$ cat src/rtl/kernel_applier_if.sv
`default_nettype none
// ============================================================================
//  Module      : kernel_applier_if
//  Description : Window-in / pixel-out bus for kernel_applier.
//                master : drives kernel taps, pixel window, window_valid and
//                         pixel_ready; observes window_ready, pixel_out,
//                         pixel_valid and busy.
//                slave  : the filter block (mirror of master).
//  Parameters  : N        taps per kernel / pixels per window
//                PIXEL_W  unsigned pixel width
//  Revision    : 1.0  initial release
// ============================================================================
interface kernel_applier_if #(
    parameter int N       = 25,
    parameter int PIXEL_W = 8
);
    logic signed [31:0]       kernel      [0:N-1];
    logic        [PIXEL_W-1:0] window_data [0:N-1];
    logic                     window_valid;
    logic                     window_ready;
    logic        [PIXEL_W-1:0] pixel_out;
    logic                     pixel_valid;
    logic                     pixel_ready;
    logic                     busy;

    modport master (
        output kernel, window_data, window_valid, pixel_ready,
        input  window_ready, pixel_out, pixel_valid, busy
    );

    modport slave (
        input  kernel, window_data, window_valid, pixel_ready,
        output window_ready, pixel_out, pixel_valid, busy
    );
endinterface
`default_nettype wire

$ cat src/rtl/kernel_applier.sv
`default_nettype none
// ============================================================================
//  Module      : kernel_applier
//  Description : Applies an N-tap signed fixed-point kernel to an N-pixel
//                window with one multiply-accumulate per clock, then shifts
//                out the fractional bits, clamps to the pixel range and holds
//                the result until the consumer takes it.
//  Ports       : clk    rising-edge clock
//                reset  asynchronous active-high reset
//                bus    kernel_applier_if.slave (window in, pixel out, busy)
//  Options     : KERNEL_ROUNDING_EN  round half up before the shift instead
//                                    of truncating toward -infinity
//  Revision    : 1.0  initial release
// ============================================================================
module kernel_applier #(
    parameter int N               = 25,
    parameter int FRACTIONAL_BITS = 8,
    parameter int PIXEL_W         = 8
) (
    input  logic             clk,
    input  logic             reset,
    kernel_applier_if.slave  bus
);
    // Product of a zero-extended pixel and a 32-bit signed tap.
    localparam int PROD_W  = PIXEL_W + 33;
    // Headroom for N products, never narrower than 48 bits.
    localparam int ACC_MIN = PROD_W + $clog2(N) + 1;
    localparam int ACC_W   = (ACC_MIN > 48) ? ACC_MIN : 48;
    localparam int TAP_W   = $clog2(N + 1);

    localparam logic        [TAP_W-1:0] LAST_TAP = TAP_W'(N - 1);
    localparam logic signed [ACC_W-1:0] PIX_MAX  =
        {{(ACC_W - PIXEL_W){1'b0}}, {PIXEL_W{1'b1}}};

    typedef enum logic [1:0] {
        IDLE = 2'd0,
        MAC  = 2'd1,
        OUT  = 2'd2
    } state_t;

    state_t                     state_q, state_d;
    logic        [PIXEL_W-1:0]  pix_q [0:N-1];
    logic signed [31:0]         ker_q [0:N-1];
    logic signed [ACC_W-1:0]    acc_q, acc_d;
    logic        [TAP_W-1:0]    tap_q, tap_d;
    logic        [PIXEL_W-1:0]  pixel_out_q, pixel_out_d;

    logic                       accept;
    logic signed [PROD_W-1:0]   pix_ext, ker_ext, prod;
    logic signed [ACC_W-1:0]    sum, biased, shifted;
    logic        [PIXEL_W-1:0]  clamped;

    // ------------------------------------------------------------------
    // Datapath: current tap product, running sum including it, and the
    // scaled/clamped pixel used on the final tap.
    // ------------------------------------------------------------------
    always_comb begin
        pix_ext = {{(PROD_W - PIXEL_W){1'b0}}, pix_q[tap_q]};
        ker_ext = {{(PROD_W - 32){ker_q[tap_q][31]}}, ker_q[tap_q]};
        prod    = pix_ext * ker_ext;
        sum     = acc_q + {{(ACC_W - PROD_W){prod[PROD_W-1]}}, prod};
`ifdef KERNEL_ROUNDING_EN
        biased  = sum + ({{(ACC_W - 1){1'b0}}, 1'b1} << (FRACTIONAL_BITS - 1));
`else
        biased  = sum;
`endif
        shifted = biased >>> FRACTIONAL_BITS;
        if (shifted[ACC_W-1]) begin
            clamped = '0;
        end else if (shifted > PIX_MAX) begin
            clamped = '1;
        end else begin
            clamped = shifted[PIXEL_W-1:0];
        end
    end

    // ------------------------------------------------------------------
    // Next-state logic
    // ------------------------------------------------------------------
    always_comb begin
        state_d     = state_q;
        acc_d       = acc_q;
        tap_d       = tap_q;
        pixel_out_d = pixel_out_q;
        accept      = bus.window_valid && (state_q == IDLE);
        case (state_q)
            IDLE: begin
                if (accept) begin
                    state_d = MAC;
                    acc_d   = '0;
                    tap_d   = '0;
                end
            end
            MAC: begin
                acc_d = sum;
                tap_d = tap_q + TAP_W'(1);
                if (tap_q == LAST_TAP) begin
                    state_d     = OUT;
                    pixel_out_d = clamped;
                end
            end
            OUT: begin
                // Returning to IDLE (not straight to MAC) keeps release and
                // accept in separate cycles.
                if (bus.pixel_ready) begin
                    state_d = IDLE;
                end
            end
            default: state_d = IDLE;
        endcase
    end

    always_ff @(posedge clk or posedge reset) begin
        if (reset) begin
            state_q     <= IDLE;
            acc_q       <= '0;
            tap_q       <= '0;
            pixel_out_q <= '0;
        end else begin
            state_q     <= state_d;
            acc_q       <= acc_d;
            tap_q       <= tap_d;
            pixel_out_q <= pixel_out_d;
        end
    end

    // Snapshot of the window and kernel so later input changes cannot
    // disturb the result in flight.
    always_ff @(posedge clk) begin
        if (accept) begin
            pix_q <= bus.window_data;
            ker_q <= bus.kernel;
        end
    end

    assign bus.window_ready = (state_q == IDLE);
    assign bus.pixel_valid  = (state_q == OUT);
    assign bus.busy         = (state_q != IDLE);
    assign bus.pixel_out    = pixel_out_q;

endmodule
`default_nettype wire

$ cat src/flat_wrapper.sv
// flat-port wrapper written by rule: the top's interface ports become plain ports
module kernel_applier_flat 
#(
    parameter int N               = 25,
    parameter int FRACTIONAL_BITS = 8,
    parameter int PIXEL_W         = 8
)
  (clk, reset, bus_kernel, bus_window_data, bus_window_valid, bus_pixel_ready, bus_window_ready, bus_pixel_out, bus_pixel_valid, bus_busy);
  kernel_applier_if #(.N(N), .PIXEL_W(PIXEL_W)) bus_i ();
  input  logic clk;
  input  logic reset;
  input wire logic [$bits(bus_i.kernel)-1:0] bus_kernel;
  input wire logic [$bits(bus_i.window_data)-1:0] bus_window_data;
  input wire logic [$bits(bus_i.window_valid)-1:0] bus_window_valid;
  input wire logic [$bits(bus_i.pixel_ready)-1:0] bus_pixel_ready;
  output wire logic [$bits(bus_i.window_ready)-1:0] bus_window_ready;
  output wire logic [$bits(bus_i.pixel_out)-1:0] bus_pixel_out;
  output wire logic [$bits(bus_i.pixel_valid)-1:0] bus_pixel_valid;
  output wire logic [$bits(bus_i.busy)-1:0] bus_busy;
  assign bus_i.kernel = {>>{bus_kernel}};
  assign bus_i.window_data = {>>{bus_window_data}};
  assign bus_i.window_valid = bus_window_valid;
  assign bus_i.pixel_ready = bus_pixel_ready;
  assign bus_window_ready = bus_i.window_ready;
  assign bus_pixel_out = bus_i.pixel_out;
  assign bus_pixel_valid = bus_i.pixel_valid;
  assign bus_busy = bus_i.busy;
  kernel_applier #(.N(N), .FRACTIONAL_BITS(FRACTIONAL_BITS), .PIXEL_W(PIXEL_W)) u_core (.clk(clk), .reset(reset), .bus(bus_i));
endmodule
$ cat config.mk
export PLATFORM = sky130hd
export DESIGN_NAME = kernel_applier_flat
export DESIGN_NICKNAME = d
export VERILOG_FILES = /design/src/rtl/kernel_applier_if.sv /design/src/rtl/kernel_applier.sv /design/src/flat_wrapper.sv
export SDC_FILE = /design/constraint.sdc
export NUM_CORES = 2
export LEC_CHECK = 0
export ABC_AREA = 1
export BUFFER_PORTS_ARGS = -buffer_cell sky130_fd_sc_hd__buf_2
export CORE_AREA = 2 2 392 394
export CTS_CLUSTER_SIZE = 40
export DETAILED_ROUTE_END_ITERATION = 6
export DIE_AREA = 0 0 394 396
export PLACE_DENSITY_LB_ADDON = 0.1
export SYNTH_ARGS = -nofsm -noshare
export SYNTH_HDL_FRONTEND = slang
export SYNTH_SLANG_ARGS = --single-unit
$ cat constraint.sdc
create_clock -name clk -period 84.8 [get_ports clk]
set_input_delay 4.24 -clock clk [delete_from_list [all_inputs] [get_ports clk]]
set_output_delay 4.24 -clock clk [all_outputs]
set_load 0.02 [all_outputs]
Word-level counts from Yosys, hierarchy flattened. Index checks and enable logic that the tools add are counted.

Reduce and logical (&&, ||, !) cells: 7. Muxes and demuxes: 16. Multipliers: 1. Bitwise gates (word level): 1. $add $sub $neg: 2. Magnitude comparators: 2. Equality and inequality tests: 6.

Operators by type and width (number): binary-select mux 32 bit (select 5 bit) (1); one-hot mux 48 bit (2 select lines) (1); two-way mux 32 bit (2); adder 48 bit (1); two-way mux 48 bit (1); multiplier 9 x 32 -> 41 bit (1); binary-select mux 8 bit (select 5 bit) (1); greater-than comparator 40 x 9 -> 1 bit, second input constant (1); two-way mux 8 bit (4); one-hot mux 5 bit (2 select lines) (1); >= comparator 6 bit, second input constant (1); two-way mux 2 bit (3); inverter 5 -> 6 bit (1); one-hot mux 2 bit (3 select lines) (1); adder 5 x 1 -> 5 bit, second input constant (1); == test 5 bit, second input constant (1); two-way mux 5 bit (1); inequality test 2 x 1 -> 1 bit, second input constant (2); AND reduction 2 bit (2); nonzero test 2 bit (2); AND reduction 3 bit (1); == test 2 x 1 -> 1 bit, second input constant (1); == test 2 bit, second input constant (1); logical NOT 2 bit (1); 2 further kinds (2).

Output and inout port bits: 11. Register bits: 1063. Logic and storage cells: 89.

Depth between registers and ports, before layout.
Word-level depth: 9. Mapped depth: 54.

Least setup slack after synthesis. OpenSTA, ideal clock, no wires.

Kind: input to register. Start point: input port bus_window_valid. End point: register u_core.tap_q[0]. Library setup time: 0.137 ns. Stages on the path: 7. Path slack: 35.693 ns. Arrival time: 48.970 ns. Cells stage by stage: inv_1 nor2_1 nor2_1 clkbuf_1 clkbuf_1 nand2_1 o21ai_0.

Cells in the longest elaborated chain, start to end: 3.

Ends and longest elaborated chain: start: declaration (line flat_wrapper.sv:14) `input wire logic [$bits(bus_i.window_valid)-1:0] bus_window_valid;`; logical AND 1 bit (line kernel_applier.sv:85) `accept = bus.window_valid && (state_q == IDLE);`; named net u_core.accept (line kernel_applier.sv:48) `logic accept;`; inequality test 2 x 1 -> 1 bit (no line); AND reduction 2 bit (no line); end signal: assignment (line kernel_applier.sv:122) `tap_q <= tap_d;`; end: declaration (line kernel_applier.sv:45) `logic [TAP_W-1:0] tap_q, tap_d;`.

The timed path passes the listed nets, and every way through them passes these cells. A chain may end at the register's enable or synchronous reset.

Worst setup path after layout.
Start point: register u_core.tap_q[0]. End point: register u_core.pixel_out_q[4] (netlist: u_core.bus.pixel_out[4]).

Cells in the longest elaborated chain, start to end: 9. Elaborated cells on any way between the ends: 14. Those cells by class: 1 x add/sub; 1 x mul; 1 x order compare; 1 x eq/ne; 8 x mux; 1 x bitwise; 1 x reduce/logical.

Ends and longest elaborated chain: inverter 5 -> 6 bit (not written as such) (line kernel_applier.sv:58, kernel_applier.sv:59); binary-select mux 8 bit (select 5 bit) / binary-select mux 32 bit (select 5 bit) (equally long branches) (line kernel_applier.sv:58, kernel_applier.sv:59); two-way mux 8 bit (not written as such) / two-way mux 32 bit (equally long branches) (2 in series) (line kernel_applier.sv:58, kernel_applier.sv:59); multiplier 9 x 32 -> 41 bit (line kernel_applier.sv:60) `prod = pix_ext * ker_ext;`; adder 48 bit (line kernel_applier.sv:61) `sum = acc_q + {{(ACC_W - PROD_W){prod[PROD_W-1]}}, prod};`; greater-than comparator 40 x 9 -> 1 bit (line kernel_applier.sv:70) `end else if (shifted > PIX_MAX) begin`; two-way mux 8 bit (line kernel_applier.sv:70); two-way mux 8 bit (line kernel_applier.sv:68) `if (shifted[ACC_W-1]) begin`; end signal: assignment (line kernel_applier.sv:123) `pixel_out_q <= pixel_out_d;`; end: declaration (line kernel_applier.sv:46) `logic [PIXEL_W-1:0] pixel_out_q, pixel_out_d;`.

Parallel ways exist; a longest one is shown, timed or not. The select of a mux whose other input is x is not followed.

==> results by group <==
Floorplan
  – Num rows: 143
  – Starting Density: 35.3%
  – Die height: 396 um
  – Die ar.: 156,000 um^2
  – Die W: 394 um
  – Core ar.: between 150,000 and 200,000 um^2
  – Num ports: ~1,000

Job
  – Max cap viols: 0

Placement
  – Post-DP HPWL: 170 mm
  – Pre-CTS setup slack: between 70 and 80 ns
  – Count of input and output buffers: 1,014
  – GP Congestion: 0.942
  – Placed inst area: ~61,000 um^2

Worst setup path
  – CP Capture Type: flip-flop
  – Worst Setup Start Kind: flip-flop
  – WP data arrival: 12.29 ns
  – Reg2reg setup slack: 73.14 ns
  – Worst Path Max Fanout: slightly above 100
  – CP max stage cell: dfrtp_4
  – CP most frequent cell: nand2_1
  – Reg2reg start: u_core.tap_q[0]$_DFFE_PP0P_
  – Worst path max stage delay: 0.66 ns
  – Crit path kind: flip-flop to flip-flop
  – Worst Path Required: 85.43 ns
  – CP startpoint: u_core.tap_q[0]$_DFFE_PP0P_

Routing
  – WL/cell: 28.0 um
  – Antenna-violating nets left: 0
  – Vias per cell: 5.25
  – Detailed Routing Iterations Pass 1: 5
  – Vias: 41,900
  – Iteration-0 DRC Markers: 3,874
  – Drt total wl: about 220 mm
  – Post-route DRC: 0

Clocking
  – Clk_lat worst skew: 0.81 ns
  – Clock Tree Buf Depth: 3
  – CTS sink count: 1,063
  – CTS root buf: clkbuf_16
  – H-Tree Depth: 3
  – CTS hold repair buffers: 0
  – Clock Pin Slew Worst Setup and Hold Paths: 0.06 ns
  – TritonCTS buffer count: 116
  – CTS tree: built
  – # resized after CTS: 0
  – Setup bufs post-CTS: 0

STA
  – Slew Limit Fails: 0
  – Setup tns final: 0 ns
  – Setup WS post-layout: 73.14 ns
  – Final count of negative-setup-slack endpoints: 0
  – Slew @ Worst Pin: 1.15 ns
  – Fmax: ~86 MHz
  – Worst relative slew slack: 23.1%
  – Post-route minimum period: 11.66 ns
  – Hold Violations, Final: 0
  – Final clock skew: 0.0942 ns
  – Period utilization: 13.8%
  – RSZ-0062 raised after global routing: false

Layout
  – Area Overhead vs Synth: 20.4%
  – Filler Cells Inserted: between 10,000 and 15,000
  – Final core area utilization: 42.5%
  – Layout cells sized above 1: 22.0%
  – Final Cell Area: 64,400 um^2
  – Final nets: 7,145

GRT
  – Vias in the first global route: 41,700
  – Initial antenna violation count: 195
  – First-pass GRT wire length: 312 mm
  – GRT Total Usage: ~28%
  – Gr ovfl total: 0
  – Largest net degree at the start of global routing: 178

Synthesis
  – Post-synth ARST share: 5.93%
  – Synthesis-stage register bit count: 1,063
  – Post-Syn Area: 53,500 um^2
  – Sequential-to-total area share from yosys stat: between 50% and 60%
  – Netlist cell types: 54
  – Syn nets: 6,214
  – Syn Inst Count: 4,876
  – Main synth FF type: edfxtp_1
  – YS warnings: 0
  – Post-synth EDFFs: 1,000
  – Syn Area/Cell: ~11 um^2

Worst hold path
  – Hold_sp: u_core.bus.pixel_out[6]$_DFFE_PP0P_
  – Hold Crit Class: flip-flop to flip-flop

Run status
  – Status: finished, final reports clean
## registers in the layout, indices dropped and copies added (netlist names)
register	flops
u_core.ker_q	800
u_core.state_q	2
u_core.pix_q	200
u_core.acc_q	48
u_core.bus.pixel_out	8
u_core.tap_q	5
## area by class of cell
| cell class | instances | area (um^2) | area share, % |
|---|---|---|---|
| Multi-Input combinational cell | 3092 | 19100 | 29.6 |
| Clock inverter | 75 | 767 | 1.19 |
| Antenna cell | 58 | 145 | 0.225 |
| Inverter | 476 | 1810 | 2.80 |
| Sequential cell | 1063 | 31600 | 49.1 |
| Tap cell | 2030 | 2540 | 3.94 |
| Clock buffer | 139 | 2990 | 4.64 |
| Timing Repair Buffer | 1058 | 5510 | 8.54 |
## cells in the final DEF, fill, tap and decap left out, drive strengths merged, types with 2 or more instances in the layout
| master | n |
|---|---|
| nor3 | 13 |
| nor2 | 769 |
| o22ai | 118 |
| clkbuf | 139 |
| edfxtp | 1000 |
| nand3 | 200 |
| a31oi | 11 |
| xnor2 | 32 |
| nand3b | 4 |
| dfrtp | 63 |
| o21a | 28 |
| fa | 199 |
| and2 | 3 |
| clkinv | 57 |
| diode | 58 |
| nand4 | 17 |
| a21o | 5 |
| ha | 135 |
| xor2 | 25 |
| inv | 477 |
| bufinv | 9 |
| nand2 | 633 |
| nor4 | 2 |
| o21bai | 7 |
| o211ai | 36 |
| clkinvlp | 8 |
| a21oi | 122 |
| a32o | 2 |
| a22o | 11 |
| a21boi | 4 |
| o21ai | 582 |
| o221ai | 125 |
| buf | 1058 |
## final timing paths
check	end	cells after the start
max reg2reg	u_core.bus.pixel_out[4]$_DFFE_PP0P_	46
min in group asynchronous	u_core.bus.pixel_out[7]$_DFFE_PP0P_	3
min reg2reg	u_core.bus.pixel_out[6]$_DFFE_PP0P_	2
max in group asynchronous	u_core.tap_q[1]$_DFFE_PP0P_	3
min	u_core.bus.pixel_out[6]$_DFFE_PP0P_	2
max	u_core.bus.pixel_out[4]$_DFFE_PP0P_	46
## worst max-delay path, delay by kind of cell, from the launching register on
family / cells / cell delay (ns)
simple gates: 22 / 3.04
flops: 1 / 0.66
compound gates: 11 / 2.11
fa+ha+maj: 6 / 2.79
buf+inv: 7 / 2.75
## kinds of logic (layout without fill, tap and decap cells)
group | after synthesis | after routing | share of synthesized area (%)
adder cells (fa/ha/maj) | 334 | 334 | 10.6
other | 0 | 58 | 0
AND/OR/NAND/NOR | 1645 | 1645 | 12.3
XOR/XNOR | 57 | 57 | 1.00
AO/OA/AOI/OAI | 1056 | 1056 | 11.6
flip-flops | 1063 | 1063 | 59.0
buffers and inverters | 721 | 1748 | 5.39
## metal layers
metal | global-route usage (%) | vias up | wire length (um)
met5 | 0 | - | 678
met4 | 8.17 | 106 | 7330
met3 | 6.21 | 492 | 14700
met2 | 47.7 | 1613 | 109000
met1 | 35.8 | 20800 | 92000
li1 | - | 18900 | -
## synthesized netlist by cell type (2+ instances only)
cell type / count / share of area (%)
edfxtp_1: 1000 / 56
nor2_1: 767 / 5.4
nand2_1: 620 / 4.3
o21ai_0: 552 / 5.2
inv_1: 444 / 3.1
fa_1: 199 / 7.4
nand3_1: 197 / 1.8
ha_1: 135 / 3.2
clkbuf_1: 128 / 0.90
o221ai_1: 125 / 2.0
a21oi_1: 119 / 1.1
o22ai_1: 118 / 1.4
buf_2: 87 / 0.81
dfrtp_1: 63 / 2.9
o211ai_1: 36 / 0.50
xnor2_1: 32 / 0.52
inv_2: 30 / 0.21
o21a_1: 27 / 0.38
o21ai_1: 26 / 0.24
xor2_1: 23 / 0.38
nand4_1: 17 / 0.20
buf_4: 15 / 0.21
buf_1: 13 / 0.091
nand2_2: 12 / 0.14
nor3_1: 12 / 0.11
a22o_1: 11 / 0.18
a31oi_1: 11 / 0.13
o21bai_1: 7 / 0.098
a21o_1: 5 / 0.070
nand3b_1: 4 / 0.056
o21ai_2: 4 / 0.065
a21oi_2: 3 / 0.049
and2_1: 3 / 0.035
nand3_2: 3 / 0.056
a21boi_0: 2 / 0.028
a21boi_1: 2 / 0.028
a32o_1: 2 / 0.037
buf_6: 2 / 0.042
clkinv_1: 2 / 0.014
nor2_4: 2 / 0.042
nor4_1: 2 / 0.023
xor2_4: 2 / 0.10
## through the flow
step / hold WS [ns] / cells
6_report: 0.487 / 7991
3_3_place_gp: 0.469 / 7719
2_1_floorplan: 0.456 / 4876
3_5_place_dp: 0.478 / 7719
4_1_cts: 0.493 / 7933
5_1_grt: 0.510 / 7972
Power is left out: the tool's default activity adds up to more than one toggle a clock period on the data nets, which glitch-free logic cannot reach.
